--- config.mk ---
export PLATFORM = sky130hd
export DESIGN_NAME = block_rx
export DESIGN_NICKNAME = d
export VERILOG_FILES = /design/src/rtl/block_pkg.sv /design/src/rtl/block_rx_sym.sv /design/src/rtl/block_rx.sv
export SDC_FILE = /design/constraint.sdc
export NUM_CORES = 1
export LEC_CHECK = 0
export ABC_CLOCK_PERIOD_IN_PS = 2000
export CAP_MARGIN = 0
export CORE_MARGIN = 4
export CORE_UTILIZATION = 35
export DETAILED_ROUTE_END_ITERATION = 10
export GPL_TIMING_DRIVEN = 0
export PLACE_DENSITY_LB_ADDON = 0.25
export SLEW_MARGIN = 25
export SYNTH_ARGS = -nofsm -noshare
export SYNTH_HDL_FRONTEND = slang
export SYNTH_HIERARCHICAL = 1
export SYNTH_SLANG_ARGS = --single-unit
--- constraint.sdc ---
create_clock -name clk -period 2 [get_ports clk]
set_clock_uncertainty 0.05 [all_clocks]
set_input_delay 0.3 -clock clk [delete_from_list [all_inputs] [get_ports clk]]
set_output_delay 0.3 -clock clk [all_outputs]
set_load 0.02 [all_outputs]
--- src/rtl/block_pkg.sv ---
// Shared definitions for the two-line symbol link (used by both tx and rx sides).
package block_pkg;

  // Line-pair symbols, encoded as {line1, line0}
  localparam logic [1:0] SYM_IDLE  = 2'b00;
  localparam logic [1:0] SYM_BIT0  = 2'b01;
  localparam logic [1:0] SYM_BIT1  = 2'b10;
  localparam logic [1:0] SYM_DELIM = 2'b11;

  // Receiver framing state
  typedef enum logic {
    IDLE  = 1'b0,
    SHIFT = 1'b1
  } state_t;

endpackage

--- src/rtl/block_rx_sym.sv ---
// Input stage of the receiver: registers the two link lines once and decodes
// the registered symbol into one-hot style flags for the framing FSM.
module block_rx_sym
  import block_pkg::*;
(
  input  logic i_clk,
  input  logic i_rst,
  input  logic i_line0,
  input  logic i_line1,
  output logic o_is_idle,
  output logic o_is_bit,
  output logic o_bit_val,
  output logic o_is_delim
);

  logic [1:0] r_sym;

  // Register the line pair; reset value is the IDLE symbol so nothing is decoded after reset
  always_ff @(posedge i_clk) begin
    if (i_rst) begin
      r_sym <= SYM_IDLE;
    end else begin
      r_sym <= {i_line1, i_line0};
    end
  end

  // Decode the registered symbol
  always_comb begin
    o_is_idle  = (r_sym == SYM_IDLE);
    o_is_bit   = (r_sym == SYM_BIT0) || (r_sym == SYM_BIT1);
    o_bit_val  = (r_sym == SYM_BIT1);
    o_is_delim = (r_sym == SYM_DELIM);
  end

endmodule

--- src/rtl/block_rx.sv ---
// Receive end of the two-line symbol link: frames DELIM-delimited bit runs into
// WIDTH-bit words and presents them on a valid/ready output.
//
// Output handshake: rx_valid/rx_data hold a word until a cycle where
// rx_valid & rx_ready is seen at a posedge; that edge consumes the word.
// rx_data never changes while rx_valid is high except by reload in the very
// cycle the held word is consumed. A completed frame that finds the holding
// register occupied and not being consumed is dropped with an overrun pulse.
module block_rx
  import block_pkg::*;
#(
  parameter int WIDTH   = 8,
  parameter int TIMEOUT = 16
) (
  input  logic             clk,
  input  logic             rst,
  input  logic             line0,
  input  logic             line1,
  output logic [WIDTH-1:0] rx_data,
  output logic             rx_valid,
  input  logic             rx_ready,
  output logic             frame_err,
  output logic             overrun,
  output logic             busy
);

  localparam int BW = $clog2(WIDTH + 1);
  localparam int IW = $clog2(TIMEOUT + 1);
  localparam logic [BW-1:0] BITS_FULL = BW'(WIDTH);
  // The idle symbol that makes the run reach TIMEOUT arrives while the count is TIMEOUT-1
  localparam logic [IW-1:0] IDLE_LAST = IW'(TIMEOUT - 1);

  // Decoded symbol from the input stage
  logic w_is_idle;
  logic w_is_bit;
  logic w_bit_val;
  logic w_is_delim;

  block_rx_sym u_sym (
    .i_clk      (clk),
    .i_rst      (rst),
    .i_line0    (line0),
    .i_line1    (line1),
    .o_is_idle  (w_is_idle),
    .o_is_bit   (w_is_bit),
    .o_bit_val  (w_bit_val),
    .o_is_delim (w_is_delim)
  );

  state_t           r_state;
  state_t           w_next_state;
  logic [WIDTH-1:0] r_shreg;
  logic [BW-1:0]    r_bitcnt;
  logic [IW-1:0]    r_idlecnt;
  logic [WIDTH-1:0] r_rx_data;
  logic             r_rx_valid;
  logic             r_frame_err;
  logic             r_overrun;

  logic w_full;
  logic w_idle_last;
  logic w_shift;
  logic w_cnt_clr;
  logic w_idle_inc;
  logic w_err;
  logic w_done;
  logic w_load;
  logic w_ovr;

  assign w_full      = (r_bitcnt == BITS_FULL);
  assign w_idle_last = (r_idlecnt == IDLE_LAST);

  // FSM state register
  always_ff @(posedge clk) begin
    if (rst) begin
      r_state <= IDLE;
    end else begin
      r_state <= w_next_state;
    end
  end

  // FSM next-state: a DELIM opens a frame; overlong, timed-out or completed frames return to IDLE
  always_comb begin
    w_next_state = r_state;
    case (r_state)
      IDLE: begin
        if (w_is_delim) w_next_state = SHIFT;
      end
      SHIFT: begin
        if (w_is_bit && w_full)               w_next_state = IDLE;
        else if (w_is_idle && w_idle_last)    w_next_state = IDLE;
        else if (w_is_delim && w_full)        w_next_state = IDLE;
        else                                  w_next_state = SHIFT;
      end
      default: w_next_state = IDLE;
    endcase
  end

  // FSM outputs: datapath controls and event strobes for the current symbol
  always_comb begin
    w_shift    = 1'b0;
    w_cnt_clr  = 1'b0;
    w_idle_inc = 1'b0;
    w_err      = 1'b0;
    w_done     = 1'b0;
    case (r_state)
      IDLE: begin
        w_cnt_clr = w_is_delim;
      end
      SHIFT: begin
        if (w_is_bit) begin
          if (w_full) w_err   = 1'b1;
          else        w_shift = 1'b1;
        end else if (w_is_idle) begin
          if (w_idle_last) w_err      = 1'b1;
          else             w_idle_inc = 1'b1;
        end else begin
          // DELIM: closes a full frame, otherwise restarts the frame as a fresh start
          if (w_full) begin
            w_done = 1'b1;
          end else begin
            w_err     = 1'b1;
            w_cnt_clr = 1'b1;
          end
        end
      end
      default: ;
    endcase
    w_load = w_done && (!r_rx_valid || rx_ready);
    w_ovr  = w_done && r_rx_valid && !rx_ready;
  end

  // Shift register and bit/idle counters
  always_ff @(posedge clk) begin
    if (rst) begin
      r_shreg   <= '0;
      r_bitcnt  <= '0;
      r_idlecnt <= '0;
    end else if (w_cnt_clr) begin
      r_bitcnt  <= '0;
      r_idlecnt <= '0;
    end else if (w_shift) begin
      r_shreg   <= {r_shreg[WIDTH-2:0], w_bit_val};
      r_bitcnt  <= r_bitcnt + 1'b1;
      r_idlecnt <= '0;
    end else if (w_idle_inc) begin
      r_idlecnt <= r_idlecnt + 1'b1;
    end
  end

  // Output holding register and single-cycle event pulses
  always_ff @(posedge clk) begin
    if (rst) begin
      r_rx_data   <= '0;
      r_rx_valid  <= 1'b0;
      r_frame_err <= 1'b0;
      r_overrun   <= 1'b0;
    end else begin
      if (w_load) begin
        r_rx_data  <= r_shreg;
        r_rx_valid <= 1'b1;
      end else if (rx_ready) begin
        r_rx_valid <= 1'b0;
      end
      r_frame_err <= w_err;
      r_overrun   <= w_ovr;
    end
  end

  assign rx_data   = r_rx_data;
  assign rx_valid  = r_rx_valid;
  assign frame_err = r_frame_err;
  assign overrun   = r_overrun;
  assign busy      = (r_state != IDLE);

endmodule

==> impl_metrics.tcl <==
set metrics [dict create \
    maxSlewViolCount 0 \
    wl_per_cell_um 13.6 \
    die_y_um 72.8 \
    grt_pass1_vias 1158 \
    ys_types 31 \
    timing.rr.start "r_idlecnt[0]" \
    drtIter0Drc 85 \
    synthArstFlopShare 0 \
    synthFlopType "dfxtp_1" \
    cap_violations 0 \
    worstHoldPathCells 2 \
    syn_area_sq_um 1470 \
    netlist_top_cells_count "31 x dfxtp_1, 18 x nand2b_1, 15 x a21oi_1, 14 x o21ai_0, 13 x nand3_1" \
    power_density_nw_per_um2 738 \
    synth_edf_count 0 \
    synth.most_common_cell "dfxtp_1" \
    antenna_found_initial 0 \
    holdCritStartpoint "r_shreg[7]" \
    worstPathRequired_ns 2.16 \
    slew_headroom 0.681 \
    gp_congestion 0.764 \
    max_freq_ghz 0.538 \
    cts.sinks 31 \
    start_util 0.365 \
    io_buffers 16 \
    clock_latency_ns 0.28 \
    grt_setup_unrepaired "no" \
    setup.worst_path.class "flop to flop" \
    drive_gt1_frac 0.111 \
    avgSynthCellArea_sq_um 9.42 \
    ys_ff_latch 31 \
    cp_top_family "simple AND/OR/NAND/NOR gates" \
    dieArea_sq_um 5300 \
    cts_made_buffers 5 \
    netlist_instances 156 \
    setup_ws_ns 0.141 \
    cp_cell_sequence "ha_1 -> and3_1 -> ha_2 -> nand4bb_4 -> or3_1 -> a211oi_2" \
    synth_nets 168 \
    crit_slowest_cell "or3_1" \
    track_usage 0.129 \
    diodes 0 \
    synth_area_leaders "dfxtp_1 42%, nand2b_1 7.7%, mux2i_1 6.8%, ha_1 6.0%, a21oi_1 5.1%" \
    first_pass_iters 6 \
    finalSetupViolations 0 \
    crit_arrival_ns 2.01 \
    synth_top_area_share 0.422 \
    clk_pin_slew_ns 0.07 \
    regArea_sq_um 621 \
    gr-total-overflow 0 \
    worstRegToRegCells 6 \
    final.setup.tns_ns 0 \
    hold_viol_final 0 \
    syn2layout_area_growth_pct 23.7 \
    via_per_inst 5.05 \
    hp-class "flop to flop" \
    grt_max_degree 11 \
    fill_cells 400 \
    fin_nets 191 \
    startpoint "r_idlecnt[0]" \
    cp-end-kind "flop" \
    p_total_mw 1.34 \
    grt_pass1_wl_mm 5.27 \
    leakage_nw 0.606 \
    cts_setup_buffers 0 \
    multi_input_area_sq_um 773 \
    cts_tree "yes" \
    placementRows 23 \
    ant_nets 0 \
    slowest_delay_ns 0.38 \
    core_area_sq_um 4030 \
    ys_seq_area_frac 0.422 \
    cp_max_fo 4 \
    r2r-end "r_idlecnt[3]" \
    routed_wirelength_mm 3.13 \
    worst-path-buf-inv 0 \
    via_count 1162 \
    preCtsSetupSlack_ns 0.0214 \
    htree_levels 2 \
    io_pins 17 \
    startpoint_type "flop" \
    period_needed_ns 1.86 \
    tightest_slew_ns 0.478 \
    die_w_um 72.8 \
    drc 0 \
    finalCritPeriodShare 0.930 \
    synth_top_area_cell "dfxtp_1" \
    vdd_drop_max_mv 0.309 \
    outcome "finished, final reports clean" \
    dpl.hpwl_mm 2.27 \
    regToRegSetupSlack_ns 0.14 \
    cts_root_buffer "clkbuf_8" \
    whs_endpoint "rx_data[7]" \
    cts.path.max_buffers 2 \
    yosysWarningCount 6 \
]
## layout by cell type (no fill, tap or decap), drive strengths merged, types with 2 or more instances in the layout
master and count:
and3 2, o21ai 14, dfxtp 31, or3 3, inv 6, nor2b 2
nand2 4, mux2i 10, nor2 3, buf 3, nor3 3, nand2b 18
a211oi 2, ha 7, clkdlybuf4s50 16, clkbuf 13, a21oi 15, nand3 13
## layer usage
layer,GRT usage,vias to the layer above,part of all wire
met5,0,-,0
met4,0.0553,0,0.014
met3,0.0289,5,0.033
met2,0.246,18,0.53
met1,0.134,550,0.42
li1,-,589,-
## worst max-delay path by stage
stage | end | slack [ns] | depth (start not counted)
after floorplan | r_idlecnt[3] | 0.21 | 6
after CTS | r_idlecnt[2] | 0.05 | 6
after global routing | rx_data[0] | 0.01 | 7
final | r_idlecnt[3] | 0.14 | 6
after detailed placement | r_shreg[3] | 0.02 | 4
after global placement | r_shreg[0] | 0.08 | 4
## flip-flops by register name (all words and copies together) (netlist names)
name	flops
overrun	1
r_shreg	8
rx_valid	1
r_bitcnt	4
frame_err	1
rx_data	8
r_idlecnt	5
u_sym/r_sym	2
busy	1
## tightest hold or removal path: stages, from the launching register on
cell and delay, ns:
dfxtp_1 0.31, nand2b_1 0.06, mux2i_1 0.06
## logic make-up (layout without fill, tap and decap cells)
| kind of cell | Yosys count | after routing | share of synthesized area |
|---|---|---|---|
| simple gates | 57 | 57 | 0.248 |
| compound gates | 34 | 34 | 0.140 |
| flops | 31 | 31 | 0.422 |
| buf+inv | 16 | 40 | 0.0562 |
| mux | 10 | 10 | 0.0681 |
| fa+ha+maj | 7 | 7 | 0.0596 |
| xor+xnor | 1 | 1 | 0.00596 |
## layout make-up
class | count | share of cell area
Buffer | 10 | 0.0331
Clock buffer | 6 | 0.0455
Clock inverter | 2 | 0.0193
Inverter | 6 | 0.0124
Multi-Input combinational cell | 109 | 0.426
Sequential cell | 31 | 0.342
Tap cell | 50 | 0.0344
Timing Repair Buffer | 16 | 0.0882
## per-stage QoR
stage | area (sq um) | hold slack, ns | utilization | instances
after floorplan | 1470 | 0.322 | - | 156
after global placement | 1690 | 0.407 | 0.420 | 222
after detailed placement | 1690 | 0.413 | 0.420 | 222
after CTS | 1810 | 0.432 | 0.449 | 230
after global routing | 1820 | 0.457 | 0.451 | 230
final | 1820 | 0.426 | 0.451 | 230
## what timing repair did
action                                 4_1_cts  5_1_grt
hold buffers                                 0        0
gates resized for setup                      0        2
endpoints found under the hold margin        0        0
setup endpoints to repair                    0        2
## power by group
| part | internal (mW) | switching [mW] | leakage (nW) |
|---|---|---|---|
| logic | 0.0368 | 0.0391 | 0.294 |
| clock network | 0.403 | 0.237 | 0.0612 |
| registers | 0.622 | 0.00301 | 0.250 |
Note: power is estimated with default switching activity, not from simulation.
